## src/rtl/cache_mem_arbiter_pkg.sv

```systemverilog
// Shared types and constants for the cache-to-memory arbiter.
// Holds the FSM state encoding, the owner codes driven on the bus, and the
// byte stride between consecutive beats of a line burst.
package cache_arb_pkg;

  typedef enum logic [1:0] {
    ST_IDLE    = 2'b00,
    ST_I_BURST = 2'b01,
    ST_D_BURST = 2'b10
  } arb_state_t;

  localparam logic [1:0] OWN_NONE = 2'b00;
  localparam logic [1:0] OWN_I    = 2'b01;
  localparam logic [1:0] OWN_D    = 2'b10;

  // Bytes between consecutive beats; data path is fixed at 32-bit words.
  localparam int BEAT_STRIDE = 4;

  // Owner code presented while the FSM sits in a given state.
  function automatic logic [1:0] owner_of(input arb_state_t st);
    logic [1:0] code;
    case (st)
      ST_I_BURST: code = OWN_I;
      ST_D_BURST: code = OWN_D;
      default:    code = OWN_NONE;
    endcase
    return code;
  endfunction

endpackage

```

## src/rtl/cache_mem_arbiter_if.sv

```systemverilog
// Bus bundle between the two cache refill engines, the memory controller
// and the arbiter. The arbiter connects through the slave modport; the
// environment (caches plus memory controller) uses the master modport.
interface cache_mem_arbiter_if #(
  parameter int ADDR_W     = 32,
  parameter int DATA_W     = 32,
  parameter int LINE_WORDS = 8
);
  localparam int BEAT_W = $clog2(LINE_WORDS);

  logic              ic_req;
  logic [ADDR_W-1:0] ic_addr;
  logic [DATA_W-1:0] ic_rdata;
  logic              ic_rvalid;
  logic              ic_done;

  logic              dc_req;
  logic              dc_we;
  logic [ADDR_W-1:0] dc_addr;
  logic [DATA_W-1:0] dc_wdata;
  logic              dc_wready;
  logic [DATA_W-1:0] dc_rdata;
  logic              dc_rvalid;
  logic              dc_done;
  logic [BEAT_W-1:0] dc_beat;

  logic              mem_req;
  logic              mem_we;
  logic [ADDR_W-1:0] mem_addr;
  logic [DATA_W-1:0] mem_wdata;
  logic [DATA_W-1:0] mem_rdata;
  logic              mem_ack;

  logic [1:0]        owner;

  modport slave (
    input  ic_req, ic_addr, dc_req, dc_we, dc_addr, dc_wdata, mem_rdata, mem_ack,
    output ic_rdata, ic_rvalid, ic_done, dc_wready, dc_rdata, dc_rvalid, dc_done,
           dc_beat, mem_req, mem_we, mem_addr, mem_wdata, owner
  );

  modport master (
    output ic_req, ic_addr, dc_req, dc_we, dc_addr, dc_wdata, mem_rdata, mem_ack,
    input  ic_rdata, ic_rvalid, ic_done, dc_wready, dc_rdata, dc_rvalid, dc_done,
           dc_beat, mem_req, mem_we, mem_addr, mem_wdata, owner
  );

endinterface

```

## src/rtl/cache_mem_arbiter_line_beat_counter.sv

```systemverilog
// Beat index within a line burst. Cleared between bursts, advanced on each
// acknowledged beat, and never allowed past the last beat of the line.
module line_beat_counter #(
  parameter int LINE_WORDS = 8
) (
  input  logic                          clk,
  input  logic                          rst_n,
  input  logic                          clr,
  input  logic                          inc,
  output logic [$clog2(LINE_WORDS)-1:0] beat,
  output logic                          last
);
  localparam int            BW        = $clog2(LINE_WORDS);
  localparam logic [BW-1:0] LAST_BEAT = BW'(LINE_WORDS - 1);

  logic [BW-1:0] beat_r;

  // Beat register: clear has priority; increment holds at the last beat.
  always_ff @(posedge clk or negedge rst_n) begin
    if (!rst_n) begin
      beat_r <= {BW{1'b0}};
    end else if (clr) begin
      beat_r <= {BW{1'b0}};
    end else if (inc && (beat_r != LAST_BEAT)) begin
      beat_r <= beat_r + BW'(1);
    end else begin
      beat_r <= beat_r;
    end
  end

  assign beat = beat_r;
  assign last = (beat_r == LAST_BEAT);

endmodule

```

## src/rtl/cache_mem_arbiter.sv

```systemverilog
// Arbiter sharing one main-memory port between the I-cache refill engine and
// the D-cache refill/writeback engine. Every grant is a whole line burst.
// Optional build macro CACHE_ARB_RR_EN selects round-robin arbitration on
// simultaneous requests; without it the D-side always wins a tie.
module cache_mem_arbiter
  import cache_arb_pkg::*;
#(
  parameter int ADDR_W     = 32,
  parameter int DATA_W     = 32,
  parameter int LINE_WORDS = 8
) (
  input logic                clk,
  input logic                rst_n,
  cache_mem_arbiter_if.slave bus
);
  localparam int                BW         = $clog2(LINE_WORDS);
  localparam int                OFF_W      = BW + $clog2(BEAT_STRIDE);
  localparam int                BEAT_SHIFT = $clog2(BEAT_STRIDE);
  localparam logic [ADDR_W-1:0] LINE_MASK  = {{(ADDR_W-OFF_W){1'b1}}, {OFF_W{1'b0}}};

  arb_state_t        state_r;
  logic [1:0]        owner_r;
  logic              mem_req_r;
  logic              we_r;
  logic [ADDR_W-1:0] base_r;

  logic [BW-1:0]     beat_s;
  logic              last_s;
  logic              ack_s;
  logic              clr_s;
  logic              grant_i_s;
  logic              grant_d_s;

`ifdef CACHE_ARB_RR_EN
  // High when the D-side took the most recent grant.
  logic              last_d_r;
`endif

  // An ack only counts while a burst owns the port; finishing the last beat
  // (or idling) clears the counter so every burst starts at beat 0.
  assign ack_s = (state_r != ST_IDLE) && bus.mem_ack;
  assign clr_s = (state_r == ST_IDLE) || (ack_s && last_s);

  line_beat_counter #(
    .LINE_WORDS(LINE_WORDS)
  ) u_beat (
    .clk  (clk),
    .rst_n(rst_n),
    .clr  (clr_s),
    .inc  (ack_s),
    .beat (beat_s),
    .last (last_s)
  );

  // Arbitration among pending requests; only consulted in IDLE.
  always_comb begin
    grant_i_s = 1'b0;
    grant_d_s = 1'b0;
    if (bus.dc_req && bus.ic_req) begin
`ifdef CACHE_ARB_RR_EN
      if (last_d_r) begin
        grant_i_s = 1'b1;
      end else begin
        grant_d_s = 1'b1;
      end
`else
      grant_d_s = 1'b1;
`endif
    end else if (bus.dc_req) begin
      grant_d_s = 1'b1;
    end else if (bus.ic_req) begin
      grant_i_s = 1'b1;
    end else begin
      grant_i_s = 1'b0;
      grant_d_s = 1'b0;
    end
  end

  // Burst FSM: grants a line, latches its base and direction, and releases the
  // port on the acknowledged last beat. Requests are not sampled mid-burst.
  always_ff @(posedge clk or negedge rst_n) begin
    if (!rst_n) begin
      state_r   <= ST_IDLE;
      owner_r   <= OWN_NONE;
      mem_req_r <= 1'b0;
      we_r      <= 1'b0;
      base_r    <= {ADDR_W{1'b0}};
`ifdef CACHE_ARB_RR_EN
      last_d_r  <= 1'b0;
`endif
    end else begin
      case (state_r)
        ST_IDLE: begin
          if (grant_d_s) begin
            state_r   <= ST_D_BURST;
            owner_r   <= owner_of(ST_D_BURST);
            mem_req_r <= 1'b1;
            we_r      <= bus.dc_we;
            base_r    <= bus.dc_addr & LINE_MASK;
`ifdef CACHE_ARB_RR_EN
            last_d_r  <= 1'b1;
`endif
          end else if (grant_i_s) begin
            state_r   <= ST_I_BURST;
            owner_r   <= owner_of(ST_I_BURST);
            mem_req_r <= 1'b1;
            we_r      <= 1'b0;
            base_r    <= bus.ic_addr & LINE_MASK;
`ifdef CACHE_ARB_RR_EN
            last_d_r  <= 1'b0;
`endif
          end else begin
            state_r   <= ST_IDLE;
          end
        end
        ST_I_BURST, ST_D_BURST: begin
          if (ack_s && last_s) begin
            state_r   <= ST_IDLE;
            owner_r   <= owner_of(ST_IDLE);
            mem_req_r <= 1'b0;
            we_r      <= 1'b0;
          end else begin
            state_r   <= state_r;
          end
        end
        default: begin
          state_r   <= ST_IDLE;
          owner_r   <= OWN_NONE;
          mem_req_r <= 1'b0;
          we_r      <= 1'b0;
        end
      endcase
    end
  end

  assign bus.owner    = owner_r;
  assign bus.mem_req  = mem_req_r;
  assign bus.mem_we   = we_r;
  assign bus.mem_addr = mem_req_r ? (base_r + (ADDR_W'(beat_s) << BEAT_SHIFT))
                                  : {ADDR_W{1'b0}};

  // Steer read data, valid, done and write handshakes to the current owner.
  always_comb begin
    bus.ic_rdata  = {DATA_W{1'b0}};
    bus.ic_rvalid = 1'b0;
    bus.ic_done   = 1'b0;
    bus.dc_rdata  = {DATA_W{1'b0}};
    bus.dc_rvalid = 1'b0;
    bus.dc_done   = 1'b0;
    bus.dc_wready = 1'b0;
    bus.dc_beat   = {BW{1'b0}};
    bus.mem_wdata = {DATA_W{1'b0}};
    case (state_r)
      ST_I_BURST: begin
        bus.ic_rdata  = bus.mem_rdata;
        bus.ic_rvalid = bus.mem_ack;
        bus.ic_done   = bus.mem_ack && last_s;
      end
      ST_D_BURST: begin
        bus.dc_rdata  = bus.mem_rdata;
        bus.dc_rvalid = bus.mem_ack && !we_r;
        bus.dc_wready = bus.mem_ack && we_r;
        bus.dc_done   = bus.mem_ack && last_s;
        bus.dc_beat   = beat_s;
        bus.mem_wdata = we_r ? bus.dc_wdata : {DATA_W{1'b0}};
      end
      default: begin
        bus.dc_beat   = {BW{1'b0}};
      end
    endcase
  end

endmodule

```

## src/flat_wrapper.sv

```systemverilog
// flat-port wrapper written by rule: the top's interface ports become plain ports
module cache_mem_arbiter_flat import cache_arb_pkg::*;
#(
  parameter int ADDR_W     = 32,
  parameter int DATA_W     = 32,
  parameter int LINE_WORDS = 8
)
  (clk, rst_n, bus_ic_req, bus_ic_addr, bus_dc_req, bus_dc_we, bus_dc_addr, bus_dc_wdata, bus_mem_rdata, bus_mem_ack, bus_ic_rdata, bus_ic_rvalid, bus_ic_done, bus_dc_wready, bus_dc_rdata, bus_dc_rvalid, bus_dc_done, bus_dc_beat, bus_mem_req, bus_mem_we, bus_mem_addr, bus_mem_wdata, bus_owner);
  cache_mem_arbiter_if #(.ADDR_W(ADDR_W), .DATA_W(DATA_W), .LINE_WORDS(LINE_WORDS)) bus_i ();
  input logic clk;
  input logic rst_n;
  input wire logic [$bits(bus_i.ic_req)-1:0] bus_ic_req;
  input wire logic [$bits(bus_i.ic_addr)-1:0] bus_ic_addr;
  input wire logic [$bits(bus_i.dc_req)-1:0] bus_dc_req;
  input wire logic [$bits(bus_i.dc_we)-1:0] bus_dc_we;
  input wire logic [$bits(bus_i.dc_addr)-1:0] bus_dc_addr;
  input wire logic [$bits(bus_i.dc_wdata)-1:0] bus_dc_wdata;
  input wire logic [$bits(bus_i.mem_rdata)-1:0] bus_mem_rdata;
  input wire logic [$bits(bus_i.mem_ack)-1:0] bus_mem_ack;
  output wire logic [$bits(bus_i.ic_rdata)-1:0] bus_ic_rdata;
  output wire logic [$bits(bus_i.ic_rvalid)-1:0] bus_ic_rvalid;
  output wire logic [$bits(bus_i.ic_done)-1:0] bus_ic_done;
  output wire logic [$bits(bus_i.dc_wready)-1:0] bus_dc_wready;
  output wire logic [$bits(bus_i.dc_rdata)-1:0] bus_dc_rdata;
  output wire logic [$bits(bus_i.dc_rvalid)-1:0] bus_dc_rvalid;
  output wire logic [$bits(bus_i.dc_done)-1:0] bus_dc_done;
  output wire logic [$bits(bus_i.dc_beat)-1:0] bus_dc_beat;
  output wire logic [$bits(bus_i.mem_req)-1:0] bus_mem_req;
  output wire logic [$bits(bus_i.mem_we)-1:0] bus_mem_we;
  output wire logic [$bits(bus_i.mem_addr)-1:0] bus_mem_addr;
  output wire logic [$bits(bus_i.mem_wdata)-1:0] bus_mem_wdata;
  output wire logic [$bits(bus_i.owner)-1:0] bus_owner;
  assign bus_i.ic_req = bus_ic_req;
  assign bus_i.ic_addr = bus_ic_addr;
  assign bus_i.dc_req = bus_dc_req;
  assign bus_i.dc_we = bus_dc_we;
  assign bus_i.dc_addr = bus_dc_addr;
  assign bus_i.dc_wdata = bus_dc_wdata;
  assign bus_i.mem_rdata = bus_mem_rdata;
  assign bus_i.mem_ack = bus_mem_ack;
  assign bus_ic_rdata = bus_i.ic_rdata;
  assign bus_ic_rvalid = bus_i.ic_rvalid;
  assign bus_ic_done = bus_i.ic_done;
  assign bus_dc_wready = bus_i.dc_wready;
  assign bus_dc_rdata = bus_i.dc_rdata;
  assign bus_dc_rvalid = bus_i.dc_rvalid;
  assign bus_dc_done = bus_i.dc_done;
  assign bus_dc_beat = bus_i.dc_beat;
  assign bus_mem_req = bus_i.mem_req;
  assign bus_mem_we = bus_i.mem_we;
  assign bus_mem_addr = bus_i.mem_addr;
  assign bus_mem_wdata = bus_i.mem_wdata;
  assign bus_owner = bus_i.owner;
  cache_mem_arbiter #(.ADDR_W(ADDR_W), .DATA_W(DATA_W), .LINE_WORDS(LINE_WORDS)) u_core (.clk(clk), .rst_n(rst_n), .bus(bus_i));
endmodule
```

## config.mk

```make
export PLATFORM = sky130hd
export DESIGN_NAME = cache_mem_arbiter_flat
export DESIGN_NICKNAME = d
export VERILOG_FILES = /design/src/rtl/cache_mem_arbiter_pkg.sv /design/src/rtl/cache_mem_arbiter_if.sv /design/src/rtl/cache_mem_arbiter_line_beat_counter.sv /design/src/rtl/cache_mem_arbiter.sv /design/src/flat_wrapper.sv
export SDC_FILE = /design/constraint.sdc
export NUM_CORES = 1
export LEC_CHECK = 0
export ABC_CLOCK_PERIOD_IN_PS = 3250
export BUFFER_PORTS_ARGS = -buffer_cell sky130_fd_sc_hd__buf_2
export CAP_MARGIN = 20
export CORE_AREA = 2 2 106 108
export CTS_CLUSTER_SIZE = 16
export DETAILED_ROUTE_END_ITERATION = 6
export DIE_AREA = 0 0 108 110
export PLACE_DENSITY_LB_ADDON = 0.2
export REMOVE_ABC_BUFFERS = 1
export SLEW_MARGIN = 20
export SYNTH_ARGS = -nofsm -noshare
export SYNTH_HDL_FRONTEND = slang
export SYNTH_SLANG_ARGS = --single-unit
export TNS_END_PERCENT = 100
```

## constraint.sdc

```tcl
create_clock -name clk -period 3.25 [get_ports clk]
set_clock_uncertainty 0.05 [all_clocks]
set_input_delay 0.4875 -clock clk [delete_from_list [all_inputs] [get_ports clk]]
set_output_delay 0.4875 -clock clk [all_outputs]
set_load 0.01 [all_outputs]
```

==> impl_metrics.py <==
metrics = {
    "power_and_ir_drop": {
        "power.density_nw_per_um2": 645,
        "p_sw_share_pct": 43.3,
        "peakVddDrop_mv": 0.301,
        "combPwrFrac_pct": 55.5,
        "cellInternalPower_mw": 1.53,
        "clockPowerShare_pct": 12.9,
        "total_leakage_power_nw": 2.62,
        "seqPwrFrac_pct": 31.5,
        "switching_power_mw": 1.16,
    },
    "clocking": {
        "cts.path.max_buffers": 2,
        "htree_levels": 2,
        "ctsResizeCount": 0,
        "cts_tree": "yes",
        "cts_hold_buf": 0,
        "cts_setup_buffers": 0,
        "cts_root_buf": "clkbuf_8",
        "cts.clk_slew.worst_paths_ns": 0.08,
        "insertion_delay_ns": 0.28,
        "clock_sinks": 36,
        "numCtsBuffers": 5,
    },
    "global_route": {
        "grt_max_degree": 71,
        "grt_pass1_wl_mm": 14.8,
        "grtUsageTotal_pct": 16.1,
        "grt_antenna_before_repair": 2,
        "grt-ovfl-total": 0,
        "grt_pass1_vias": 2768,
    },
    "logic_synthesis": {
        "seq_area_frac_synth_pct": 33.2,
        "avgSynthCellArea_um2": 8.51,
        "synth_area_um2": 2710,
        "ys_seq_elements": 36,
        "yosysUniqueCellTypes": 27,
        "ys_warn_count": 0,
        "synthCells": 319,
    },
    "setup_path": {
        "critPathMaxFanout": 70,
        "crit_arrival_ns": 2.05,
        "crit_type": "register to output pin",
        "startpoint_type": "register",
        "required_ns": 2.71,
        "critPathCaptureType": "output pin",
    },
    "sta": {
        "rsz0062_at_grt": "false",
        "slew_violations": 0,
        "setup_violations": 0,
        "finalCritPeriodShare_pct": 79.6,
        "worstMarginPinSlew_ns": 0.928,
        "fin_crit_ns": 2.59,
        "hold_slack_ns": 0.251,
        "maxSlewHeadroom_pct": 38.1,
        "fin_tns_setup_ns": 0,
        "finalHoldViolations": 0,
        "fmax_mhz": 386,
    },
    "detailed_routing": {
        "drc": 0,
        "drt-total-wl_mm": 10.2,
        "drtIter0Drc": 154,
        "avgViaCountPerCell": 4.30,
        "detail-route-antenna-nets": 0,
        "drtPass1Iterations": 4,
        "avgRoutedWirePerCell_um": 14.6,
        "vias": 3020,
    },
    "place": {
        "dpl.hpwl_mm": 8.18,
        "gp_congestion": 0.789,
        "port_buffers": 261,
    },
    "worst_hold_path": {
        "hold_class": "input port to async pin",
    },
    "floorplan": {
        "dieHeight_um": 110,
        "die_w_um": 108,
        "rows": 38,
        "dieArea_um2": 11900,
        "initial_utilization_pct": 25.4,
        "num_io_pins": 274,
        "core_area_um2": 10700,
    },
    "finish": {
        "diodes": 0,
        "fill_cells": 1141,
        "syn_to_final_growth_pct": 53.7,
        "final_layout_size_suffix_gt1_share_pct": 48.8,
        "nNetsFinal": 703,
        "fin_util_pct": 39.0,
    },
    "job": {
        "maxCapViolCount": 0,
    },
    "run_status": {
        "status": "finished clean",
    },
}
per-stage QoR:
stage          worst slack (ns)  instance area [um^2]  total power, mW  cells
6_report                  0.662                  4170             2.69    703
5_1_grt                   0.484                  4170             2.97    703
4_1_cts                   0.642                  4170             2.75    703
3_5_place_dp              0.963                  4070             2.38    696
3_3_place_gp               1.02                  4050             2.32    695
2_1_floorplan              1.08                  2550             1.65    292
power groups by stage:
stage / Combinational (mW) / Sequential [mW] / Clock (mW)
after floorplan: 0.849 / 0.802 / 0
after global placement: 1.47 / 0.853 / 0
after detailed placement: 1.52 / 0.862 / 0
after global routing: 1.68 / 0.903 / 0.382
final: 1.49 / 0.849 / 0.348
after CTS: 1.52 / 0.856 / 0.369
synthesized netlist by cell type, drive strengths merged:
| library cell | count | area, um^2 |
|---|---|---|
| and2 | 99 | 622 |
| and3 | 36 | 225 |
| dfrtp | 36 | 901 |
| o21ai | 30 | 161 |
| nand2 | 29 | 109 |
| mux2i | 28 | 280 |
| clkbuf | 16 | 60.1 |
| buf | 12 | 110 |
| ha | 6 | 75.1 |
| inv | 5 | 18.8 |
| nand3b | 5 | 50.1 |
| a21oi | 3 | 15.0 |
| nand3 | 3 | 15.0 |
| nand2b | 2 | 12.5 |
| nor2 | 2 | 7.51 |
| o32ai | 2 | 17.5 |
| conb | 1 | 3.75 |
| nor2b | 1 | 6.26 |
| nor3b | 1 | 7.51 |
| o211ai | 1 | 7.51 |
| o22a | 1 | 8.76 |
sequential cells by signal, summed over array words and instances (netlist names):
name                cells
u_core.base_r          27
u_core.bus.mem_req      1
u_core.bus.mem_we       1
u_core.bus.owner        2
u_core.state_r          2
u_core.u_beat.beat      3
per-layer routing:
layer / GRT usage (%) / wire length [um]
met1: 20.0 / 4260
met2: 27.7 / 4870
met3: 5.06 / 1020
met4: 3.02 / 54
met5: 0 / 29
cell families after synthesis:
group / after synthesis / synth area share (%)
fa+ha+maj: 6 / 2.77
flops: 36 / 33.2
compound gates: 37 / 7.75
mux: 28 / 10.3
simple gates: 178 / 38.9
buf+inv: 33 / 6.96
other cells: 1 / 0.138
cell type report:
type	count	area, um^2	area share, %
clock buffer	7	96.3	2.31
sequential	36	901	21.6
inverter	5	18.8	0.450
multi-input combinational	251	1630	39.1
tap	140	175	4.20
timing repair buffer	264	1350	32.3
final timing paths:
kind / slack [ns] / cells past startpoint / startpoint / end
setup / recovery: 0.66 / 4 / u_core.state_r[0] / bus_mem_wdata[21]
hold / removal: 0.25 / 1 / rst_n / u_core.base_r[13]
setup reg to reg: 1.60 / 6 / u_core.state_r[0] / u_core.base_r[8]
hold reg to reg: 0.43 / 2 / u_core.base_r[29] / u_core.base_r[29]
max in group asynchronous: 2.35 / 1 / rst_n / u_core.base_r[29]
min in group clk: 0.41 / 3 / bus_dc_we / u_core.bus.mem_we
cell usage in the layout, fill, tap and decap left out, drive strengths merged:
cell type and count:
a21oi 3, buf 264, nor3b 1, nor2 2
nand2 29, inv 5, conb 2, nand3b 5
o32ai 2, and2 99, nor2b 1, nand2b 2
clkbuf 7, nand3 3, mux2i 28, o21ai 30
and3 36, ha 6, dfrtp 36, o22a 1
o211ai 1
critical path, stage by stage, from the launching register on:
cell and delay [ns]:
dfrtp_1 0.40, inv_1 0.11, ha_2 0.81, and3_1 0.29
buf_2 0.14
Power figures use the tool's default switching activity.
